`config.mk`:
```
export PLATFORM = sky130hd
export DESIGN_NAME = ret_addr_stack_flat
export DESIGN_NICKNAME = d
export VERILOG_FILES = /design/src/rtl/ret_addr_stack_if.sv /design/src/rtl/ret_addr_stack.sv /design/src/flat_wrapper.sv
export SDC_FILE = /design/constraint.sdc
export NUM_CORES = 1
export LEC_CHECK = 0
export BUFFER_PORTS_ARGS = -buffer_cell sky130_fd_sc_hd__buf_2
export CORE_MARGIN = 5
export CORE_UTILIZATION = 35
export CTS_CLUSTER_DIAMETER = 100
export DETAILED_ROUTE_END_ITERATION = 10
export HOLD_SLACK_MARGIN = 0.15
export PLACE_DENSITY_LB_ADDON = 0.08
export SLEW_MARGIN = 20
export SYNTH_ARGS = -nofsm -noshare
export SYNTH_HDL_FRONTEND = slang
export SYNTH_SLANG_ARGS = --single-unit
```
`constraint.sdc`:
```
create_clock -name clk -period 7.5 [get_ports clk]
set_input_delay 0.375 -clock clk [delete_from_list [all_inputs] [get_ports clk]]
set_output_delay 0.375 -clock clk [all_outputs]
set_load 0.05 [all_outputs]
```
`src/rtl/ret_addr_stack_if.sv`:
```
// rtl/ret_addr_stack_if.sv - call/return request and prediction bundle for the return-address stack (RAS_RECOVER_EN adds snapshot ports)
interface ret_addr_stack_if #(
    parameter int DEPTH = 8
);
    localparam int PTR_W = $clog2(DEPTH);

    logic              push_valid;
    logic [31:0]       push_addr;
    logic              pop_valid;
    logic              flush;
    logic [31:0]       top_addr;
    logic              top_valid;
`ifdef RAS_RECOVER_EN
    logic [PTR_W-1:0]  snap_ptr;
    logic [PTR_W:0]    snap_cnt;
    logic              recover_valid;
    logic [PTR_W-1:0]  recover_ptr;
    logic [PTR_W:0]    recover_cnt;
`endif

    modport master (
        output push_valid, push_addr, pop_valid, flush,
`ifdef RAS_RECOVER_EN
        output recover_valid, recover_ptr, recover_cnt,
        input  snap_ptr, snap_cnt,
`endif
        input  top_addr, top_valid
    );

    modport slave (
        input  push_valid, push_addr, pop_valid, flush,
`ifdef RAS_RECOVER_EN
        input  recover_valid, recover_ptr, recover_cnt,
        output snap_ptr, snap_cnt,
`endif
        output top_addr, top_valid
    );
endinterface

```
`src/rtl/ret_addr_stack.sv`:
```
// rtl/ret_addr_stack.sv - circular return-address stack with overwrite-on-overflow; RAS_RECOVER_EN enables snapshot/restore
module ret_addr_stack #(
    parameter int DEPTH = 8,
    localparam int PTR_W = $clog2(DEPTH)
) (
    input  logic              clk,
    input  logic              rst,
    ret_addr_stack_if.slave   ras
);
    localparam logic [PTR_W:0] FULL = (PTR_W+1)'(DEPTH);

    logic [31:0]      mem [DEPTH];
    logic [PTR_W-1:0] ptr, ptr_nxt, wr_idx;
    logic [PTR_W:0]   cnt, cnt_nxt;
    logic             wr_en;
    logic             empty;

    assign empty         = (cnt == '0);
    assign ras.top_valid = !empty;
    assign ras.top_addr  = empty ? 32'h0 : mem[ptr];
`ifdef RAS_RECOVER_EN
    assign ras.snap_ptr  = ptr;
    assign ras.snap_cnt  = cnt;
`endif

    always_comb begin
        ptr_nxt = ptr;
        cnt_nxt = cnt;
        wr_en   = 1'b0;
        wr_idx  = ptr;
        if (ras.flush) begin
            ptr_nxt = '0;
            cnt_nxt = '0;
`ifdef RAS_RECOVER_EN
        end else if (ras.recover_valid) begin
            ptr_nxt = ras.recover_ptr;
            cnt_nxt = ras.recover_cnt;
`endif
        end else if (ras.push_valid && ras.pop_valid) begin
            // call-and-return in one instruction replaces the top in place
            wr_en = 1'b1;
            if (empty) cnt_nxt = 1;
        end else if (ras.push_valid) begin
            ptr_nxt = ptr + 1'b1;
            wr_idx  = ptr + 1'b1;
            wr_en   = 1'b1;
            if (cnt != FULL) cnt_nxt = cnt + 1'b1;
        end else if (ras.pop_valid && !empty) begin
            ptr_nxt = ptr - 1'b1;
            cnt_nxt = cnt - 1'b1;
        end
    end

    always_ff @(posedge clk) begin
        if (rst) begin
            ptr <= '0;
            cnt <= '0;
        end else begin
            ptr <= ptr_nxt;
            cnt <= cnt_nxt;
        end
    end

    always_ff @(posedge clk) begin
        if (!rst && wr_en) mem[wr_idx] <= ras.push_addr;
    end
endmodule

```
`src/flat_wrapper.sv`:
```
// flat-port wrapper written by rule: the top's interface ports become plain ports
module ret_addr_stack_flat 
#(
    parameter int DEPTH = 8,
    localparam int PTR_W = $clog2(DEPTH)
)
  (clk, rst, ras_push_valid, ras_push_addr, ras_pop_valid, ras_flush, ras_top_addr, ras_top_valid);
  ret_addr_stack_if #(.DEPTH(DEPTH)) ras_i ();
  input  logic clk;
  input  logic rst;
  input wire logic [$bits(ras_i.push_valid)-1:0] ras_push_valid;
  input wire logic [$bits(ras_i.push_addr)-1:0] ras_push_addr;
  input wire logic [$bits(ras_i.pop_valid)-1:0] ras_pop_valid;
  input wire logic [$bits(ras_i.flush)-1:0] ras_flush;
  output wire logic [$bits(ras_i.top_addr)-1:0] ras_top_addr;
  output wire logic [$bits(ras_i.top_valid)-1:0] ras_top_valid;
  assign ras_i.push_valid = ras_push_valid;
  assign ras_i.push_addr = ras_push_addr;
  assign ras_i.pop_valid = ras_pop_valid;
  assign ras_i.flush = ras_flush;
  assign ras_top_addr = ras_i.top_addr;
  assign ras_top_valid = ras_i.top_valid;
  ret_addr_stack #(.DEPTH(DEPTH)) u_core (.clk(clk), .rst(rst), .ras(ras_i));
endmodule
```
[Word-level counts from Yosys, hierarchy flattened]
Memory sizes are Yosys's and may differ from the RTL's. A register that Yosys moved wholly into a read port is not among the register bits.
Index checks and enable logic that the tools add are counted.
Cells by class
  bitwise operators: 1
  equal/unequal tests: 3
  order comparisons: 0
  $add $sub $neg: 4
  divide/modulo/power cells: 0
  multipliers: 0
  multiplexer cells: 18
  reductions and logical operators: 11
  shift-type cells: 0
Operators by type and width (number)
  32-bit 2-to-1 mux: 1
  3-bit 2-to-1 mux: 7
  4-bit 2-to-1 mux: 5
  1-bit 2-to-1 mux: 5
  4-bit by 1-bit adder with 4-bit output, second input constant: 1
  4-bit zero test: 1
  4-bit inequality test, second input constant: 1
  4-bit by 1-bit subtractor with 4-bit output, second input constant: 1
  3-bit by 1-bit adder with 3-bit output, second input constant: 1
  1-bit logical AND: 3
  3-bit by 1-bit inequality test with 1-bit output, second input constant: 1
  3-bit AND reduction: 1
  3-bit nonzero test: 1
  3-bit by 1-bit subtractor with 3-bit output, second input constant: 1
  1-bit zero test: 2
  2-bit by 1-bit inequality test with 1-bit output, second input constant: 1
  2-bit AND reduction: 1
  2-bit nonzero test: 1
  2-bit OR reduction: 1
  1-bit inverter: 1
Word-level totals
  bits in read-only memories: 0
  RAM bits: 256
  word-level logic and storage cells: 40
  memories: 1
  input port bits: 37
  register bits: 7
  latch bits: 0
Memory list
  u_core.mem: words 8, width 32, read ports 1, clocked after memory_dff 1, write ports 1, line ret_addr_stack.sv:12  | logic [31:0] mem [DEPTH];

[Longest topological paths before layout]
Gate-level depths: netlist (run 1).
  depth after elaboration: 7
  depth in mapped cells: 7
  depth with buffers taken out: 6

[Worst setup path after synthesis (run 1)]
No wires, ideal clock.
  kind: input to register
  from: input ras_push_valid
  to: memory u_core.mem[0][0], enable pin
  cell stages on the path: 7
  arrival time: 2786 ps
  setup time: 421 ps
  path slack: 4293 ps
  data required time: 7079 ps
  cells stage by stage: buf_4 -> inv_1 -> ha_1 -> inv_1 -> o21ai_1 -> or3_1 -> nor2_1
On the way
  longest elaborated chain between the ends: 6
  elaborated cells on any way between the ends: 10
  those cells by class: mux: 8; reduce/logical: 2
Ends and longest elaborated chain
  start: declaration: line flat_wrapper.sv:11  | input wire logic [$bits(ras_i.push_valid)-1:0] ras_push_valid;
  1-bit 2-to-1 mux or 1-bit logical AND (tied branches): line ret_addr_stack.sv:43, ret_addr_stack.sv:39
  1-bit 2-to-1 mux: line ret_addr_stack.sv:39  | end else if (ras.push_valid && ras.pop_valid) begin
  1-bit 2-to-1 mux: line ret_addr_stack.sv:31  | if (ras.flush) begin
  1-bit logical AND: line ret_addr_stack.sv:65  | if (!rst && wr_en) mem[wr_idx] <= ras.push_addr;
  1-bit 2-to-1 mux: line ret_addr_stack.sv:65
  1-bit 2-to-1 mux (not written as such): line ret_addr_stack.sv:65
  end: declaration: line ret_addr_stack.sv:12
Several ways; a longest one is shown, not always the timed one.

==> results of run 1 <==
## per-layer routing
metal  GRT usage [%]  wire, um  share of wire [%]
met1            16.4      9230                 43
met2            22.3     10800                 51
met3            2.42       841                3.9
met4            3.22       400                1.9
met5               0         0                  0
## state kept, by name (all words and copies together), names as in the netlist, named ones only
name and count:
u_core.mem 256, u_core.cnt 4, u_core.ptr 3
## cells by family (layout without fill, tap and decap cells)
logic type / after synthesis / in the layout
buf+inv: 31 / 174
mux: 99 / 99
simple gates: 67 / 67
flops: 266 / 266
xor+xnor: 5 / 5
compound gates: 18 / 18
fa+ha+maj: 7 / 7
## critical path, stage by stage (launching register included)
cell	delay [ns]
dfxtp_4	0.77
buf_4	0.71
mux4_2	0.59
mux2i_1	0.22
nor2_1	0.07
buf_2	0.22
## per-stage QoR
stage                     util, %  setup WS [ns]  cells  hold WS, ns
after detailed placement     38.5           4.32    942        0.581
after global placement       38.0           4.25    935        0.556
after floorplan                 -           4.29    493        0.474
after global routing         42.7           3.67   1026        0.167
final                        42.7           3.97   1026        0.177
after CTS                    42.7           3.78   1026        0.160
## power groups by stage
stage | Combinational [uW] | Sequential, uW | Clock, uW
2_1_floorplan | 158 | 1680 | 0
3_3_place_gp | 213 | 1690 | 0
3_5_place_dp | 219 | 1690 | 0
4_1_cts | 233 | 1660 | 1430
5_1_grt | 246 | 1660 | 1490
6_report | 227 | 1660 | 1390
## area by class of cell
class / count / area share [%]
clock inverter: 14 / 1.31
inverter: 7 / 0.207
tap: 390 / 3.85
multi-input combinational: 196 / 19.4
sequential: 266 / 62.3
clock buffer: 38 / 5.99
timing repair buffer: 115 / 6.87
## cells in the final DEF (no fill, tap or decap), types with 7 or more instances in the layout
cell           instances
buf_2                 69
nor2_1                40
clkbuf_16             29
buf_4                  8
mux2i_1               34
clkbuf_1               9
nor2_4                 8
dfxtp_1                7
mux4_2                65
dlygate4sd3_1         32
edfxtp_1             256
## worst paths after layout
path            startpoint          endpoint  cells past startpoint
max               register  ras_top_addr[12]                      5
min                    rst          register                      3
min reg2reg  u_core.ptr[2]          register                      2
max reg2reg  u_core.ptr[0]  u_core.mem[1][1]                      7
==> results.py, run 1 <==
metrics = {
    "sta": {
        "period_needed_ns": 3.53,
        "setup_viol": 0,
        "fin_crit_sh_pct": 47.0,
        "rsz0062_at_grt": "no",
        "maxSlewHeadroom_pct": 33.2,
        "hold_viol": 0,
        "tightest_slew_ns": 1.00,
        "clock.fmax_mhz": 284,
        "tns_ns": 0,
        "slew_violations": 0,
        "fin_worst_skew_ns": 0.0112,
    },
    "finish": {
        "antenna_cells": 0,
        "regArea_mm2": 0.00790,
        "fin_area_mm2": 0.0127,
        "multiInputGateArea_mm2": 0.00246,
        "drive_gt1_share_pct": 32.2,
        "fillerInstances": 2628,
        "area_growth_pct": 20.9,
        "final_nets": 659,
    },
    "critical_path": {
        "required_ns": 7.12,
        "worst_ep_arrival_time_ns": 3.15,
        "cp-end-kind": "output pin",
        "crit_type": "register to output pin",
        "critPathMaxFanout": 34,
        "critPathLaunchType": "register",
        "regToRegSetupSlack_ns": 4.85,
    },
    "power_and_ir_drop": {
        "p_total_uw": 3270,
        "p_int_uw": 2570,
        "p_leak_uw": 0.00406,
        "switchingPower_uw": 702,
        "switching_share_pct": 21.5,
        "power_frac_seq_pct": 50.7,
        "clockPowerShare_pct": 42.4,
        "power-per-cell-area_mw_per_mm2": 258,
        "p_comb_share_pct": 6.9,
        "vdd_ir_drop_max_uv": 132,
    },
    "global_route": {
        "grt_pass1_vias": 5481,
        "grt_pass1_wl_um": 32700,
        "grt_overflow": 0,
        "grt_max_degree": 65,
        "grt_usage_pct": 12.7,
        "antenna_found_initial": 0,
    },
    "floorplanning": {
        "die_area_mm2": 0.0335,
        "io_pins": 70,
        "coreArea_mm2": 0.0296,
        "die_h_um": 183,
        "rows": 63,
        "die_width_um": 183,
        "start_util_pct": 35.4,
    },
    "synthesis": {
        "synth_xor_area_share_pct": 0.418,
        "ys_async_sr_fraction_pct": 0,
        "synth_edf_count": 256,
        "synth_fa_ha_area_share_pct": 0.907,
        "synth-main-ff-cell": "edfxtp_1",
        "synth_simple_gate_area_share_pct": 3.11,
        "netlist_top_cells_area": "edfxtp_1, mux4_2, mux2i_1, dfxtp_1, nor2_1",
        "synth_common_cells": "edfxtp_1, mux4_2, nor2_1, mux2i_1",
        "synth.distinct_cells": 39,
        "syn_nets": 537,
        "avgSynthCellArea_um2": 21.3,
        "synth_top_family_by_area": "multiplexers",
        "yosysMostFrequentCell": "edfxtp_1",
        "synth_compound_area_share_pct": 1.27,
        "netlist_instances": 493,
        "synth.cell_area_mm2": 0.0105,
        "yosysTopAreaCellShare_pct": 73.3,
        "yosysSeqAreaShare_pct": 75.2,
        "synth_seq_cells": 266,
        "synthMuxAreaShare_pct": 17.2,
        "yosysTopAreaCell": "edfxtp_1",
        "synth_warnings": 0,
    },
    "clocking": {
        "postCtsSetupBuffers": 0,
        "cts_sinks": 266,
        "clock-root-buffer": "clkbuf_16",
        "path_clk_slew_ns": 0.06,
        "cts-resized-gates": 0,
        "postCtsHoldBufs": 32,
        "cts_buffer_depth": 3,
        "numCtsBuffers": 29,
        "worstSkewPairLatency_ns": 0.54,
        "cts_tree": "built",
        "htreeDepth": 1,
    },
    "routing": {
        "drc_errors": 0,
        "drtAntennaViolNets": 0,
        "vias_per_cell": 4.83,
        "first_pass_iters": 4,
        "wirelength_um": 21300,
        "wl_per_cell_um": 20.8,
        "drt_iter0_markers": 218,
        "vias": 4957,
    },
    "placed_design": {
        "globalplace.congestion": 0.695,
        "placed_cell_area_mm2": 0.0114,
        "hpwlAfterDp_um": 12400,
        "io_buffers": 69,
    },
    "status": {
        "outcome": "finished, final reports clean",
    },
    "worst_hold_path": {
        "hold_class": "input port to register",
    },
    "job": {
        "cap_violations": 0,
    },
}
Note: power is estimated with default switching activity, not from simulation.
==> run 2, diff against run 1 <==
--- a/config.mk
+++ b/config.mk
@@ -5,6 +5,7 @@
 export SDC_FILE = /design/constraint.sdc
 export NUM_CORES = 1
 export LEC_CHECK = 0
+export ABC_AREA = 1
 export BUFFER_PORTS_ARGS = -buffer_cell sky130_fd_sc_hd__buf_2
 export CORE_MARGIN = 5
 export CORE_UTILIZATION = 35
==> constraint.sdc (replaced) <==
create_clock -name clk -period 3.5 [get_ports clk]
set_input_delay 0.175 -clock clk [delete_from_list [all_inputs] [get_ports clk]]
set_output_delay 0.175 -clock clk [all_outputs]
set_load 0.05 [all_outputs]
==> results.py, run 2 <==
metrics = {
    "floorplanning": {
        "start_util_pct": 35.3,
        "rows": 64,
        "io_pins": 70,
        "coreArea_mm2": 0.0304,
        "die_area_mm2": 0.0343,
        "die_width_um": 185,
        "die_h_um": 185,
    },
    "power_and_ir_drop": {
        "power-per-cell-area_mw_per_mm2": 563,
        "p_leak_uw": 0.00450,
        "vdd_ir_drop_max_uv": 362,
        "p_total_uw": 7260,
    },
    "synthesis": {
        "synth_edf_count": 256,
        "netlist_instances": 866,
        "yosysTopAreaCellShare_pct": 71.6,
        "netlist_top_cells_area": "edfxtp_1, nor2_1, o21ai_0, o211ai_1, nand2_1",
        "synth.distinct_cells": 24,
        "synth_warnings": 0,
        "yosysMostFrequentCell": "edfxtp_1",
        "synth_common_cells": "edfxtp_1, nor2_1, o21ai_0, nand2_1, o211ai_1",
        "synth_seq_cells": 266,
        "syn_nets": 910,
        "yosysSeqAreaShare_pct": 73.4,
        "yosysTopAreaCell": "edfxtp_1",
        "synth.cell_area_mm2": 0.0107,
        "synth-main-ff-cell": "edfxtp_1",
        "avgSynthCellArea_um2": 12.4,
        "ys_async_sr_fraction_pct": 0,
    },
    "global_route": {
        "antenna_found_initial": 0,
        "grt_usage_pct": 15.2,
        "grt_pass1_vias": 6652,
        "grt_max_degree": 102,
        "grt_pass1_wl_um": 40400,
        "grt_overflow": 0,
    },
    "critical_path": {
        "regToRegSetupSlack_ns": 0.64,
        "required_ns": 3.32,
        "crit_chain": "inv_4 -> buf_4 -> o21ai_0 -> o22ai_1 -> nor2_1 -> nor2_1 -> buf_2",
        "cp-end-kind": "output pin",
        "critPathMaxFanout": 48,
        "cp_slowest_cell": "dfxtp_4",
        "critical-path-max-stage-delay_ns": 0.45,
        "worst_ep_arrival_time_ns": 2.74,
        "crit_type": "register to output pin",
        "crit_top_cell": "nor2_1",
        "critPathLaunchType": "register",
    },
    "placed_design": {
        "globalplace.congestion": 0.744,
        "io_buffers": 69,
        "hpwlAfterDp_um": 14900,
    },
    "clocking": {
        "postCtsSetupBuffers": 0,
        "numCtsBuffers": 31,
        "clock-root-buffer": "clkbuf_16",
        "htreeDepth": 1,
        "path_clk_slew_ns": 0.06,
        "cts_buffer_depth": 3,
        "worstSkewPairLatency_ns": 0.55,
        "cts_sinks": 266,
        "cts_tree": "built",
    },
    "sta": {
        "hold_viol": 0,
        "whs_ns": 0.196,
        "maxSlewHeadroom_pct": 52.9,
        "fin_crit_sh_pct": 83.1,
        "fin_worst_skew_ns": 0.00804,
        "tightest_slew_ns": 0.705,
        "setup_viol": 0,
        "rsz0062_at_grt": "no",
        "clock.fmax_mhz": 344,
        "tns_ns": 0,
        "slew_violations": 0,
        "period_needed_ns": 2.91,
    },
    "finish": {
        "final_common_cell": "edfxtp_1",
        "utilization_pct": 42.4,
        "largest_reg_flops": 256,
        "drive_gt1_share_pct": 15.2,
        "layout_common_cells": "edfxtp_1, nor2_1, o21ai_0, buf_2, nand2_1",
        "area_growth_pct": 20.0,
        "final_nets": 1023,
        "regMostFlops": "u_core.mem",
        "reg.largest.list": "u_core.mem x256, u_core.cnt x4, u_core.ptr x3",
        "antenna_cells": 0,
    },
    "worst_hold_path": {
        "hold_class": "input port to register",
    },
    "routing": {
        "vias": 6810,
        "wl_per_cell_um": 18.6,
        "vias_per_cell": 4.86,
        "drtAntennaViolNets": 0,
        "wirelength_um": 26100,
        "drc_errors": 0,
        "drt_iter0_markers": 409,
        "first_pass_iters": 4,
    },
    "job": {
        "cap_violations": 0,
    },
    "status": {
        "outcome": "finished, final reports clean",
    },
}
==> run 2: cell count changes after synthesis, sizes merged, moves of 15 or more <==
| cell | delta |
|---|---|
| nor2 | +190 |
| clkbuf | +15 |
| mux2i | -34 |
| mux4 | -65 |
| o21ai | +131 |
| nand2 | +62 |
| o22ai | +32 |
| o211ai | +31 |
==> run 2: worst max-delay path, delay by kind of cell (launching register included) <==
| family | cells | cell delay, ns |
|---|---|---|
| AOI/OAI and AO/OA | 2 | 0.28 |
| buffers and inverters | 3 | 1.15 |
| DFF | 1 | 0.45 |
| and+or+nand+nor | 2 | 0.23 |
==> run 2: area by class of cell <==
class / instances / area, um^2
flip-flops and latches: 266 / 7900
clock buffers: 36 / 795
multi-input cells: 530 / 2530
fillers: 2903 / 17500
clock inverters: 22 / 163
well taps: 396 / 495
repair buffers: 131 / 941
inverters: 19 / 73.8
==> run 2: timing repair <==
| item | in CTS | in global routing |
|---|---|---|
| endpoints found under the hold margin | 266 | 0 |
| hold buffers | 37 | 0 |
| gates resized for setup | 0 | 0 |
| endpoints found under the setup margin | 0 | 0 |
==> run 2: cell families after synthesis <==
family	Yosys count	synth area share (%)
simple gates	315	11.2
flops	266	73.4
compound gates	206	10.8
buf+inv	70	3.59
fa+ha+maj	7	0.885
xor+xnor	2	0.163
==> run 2: power by group <==
part | switching, uW | total [uW] | internal (uW)
combinational | 512 | 703 | 190
clock | 1250 | 3010 | 1770
sequential | 21.6 | 3550 | 3520
==> run 2: final timing paths <==
check	start	to	cells after the start
worst max-delay path	register	ras_top_addr[14]	7
worst min-delay path	ras_push_valid	u_core.cnt[0]	5
worst max register to register	u_core.cnt[0]	u_core.ptr[2]	9
worst min register to register	u_core.cnt[3]	u_core.cnt[3]	2
==> run 2: per-stage QoR <==
stage	worst slack [ns]	cell area, um^2	std cells
finish	0.590	12900	1400
global route	0.381	12900	1400
CTS	0.517	12900	1400
detailed placement	0.826	11600	1305
global placement	0.824	11600	1305
floorplan	0.637	10700	866
==> run 2: routing by layer <==
layer	wire length [um]	global-route usage, %	part of all wire, %	up-vias
met5	0	0	0	-
met4	563	3.26	2.2	0
met3	816	1.87	3.1	46
met2	11500	23.4	44	105
met1	13200	23.2	50	3322
li1	-	-	-	3337
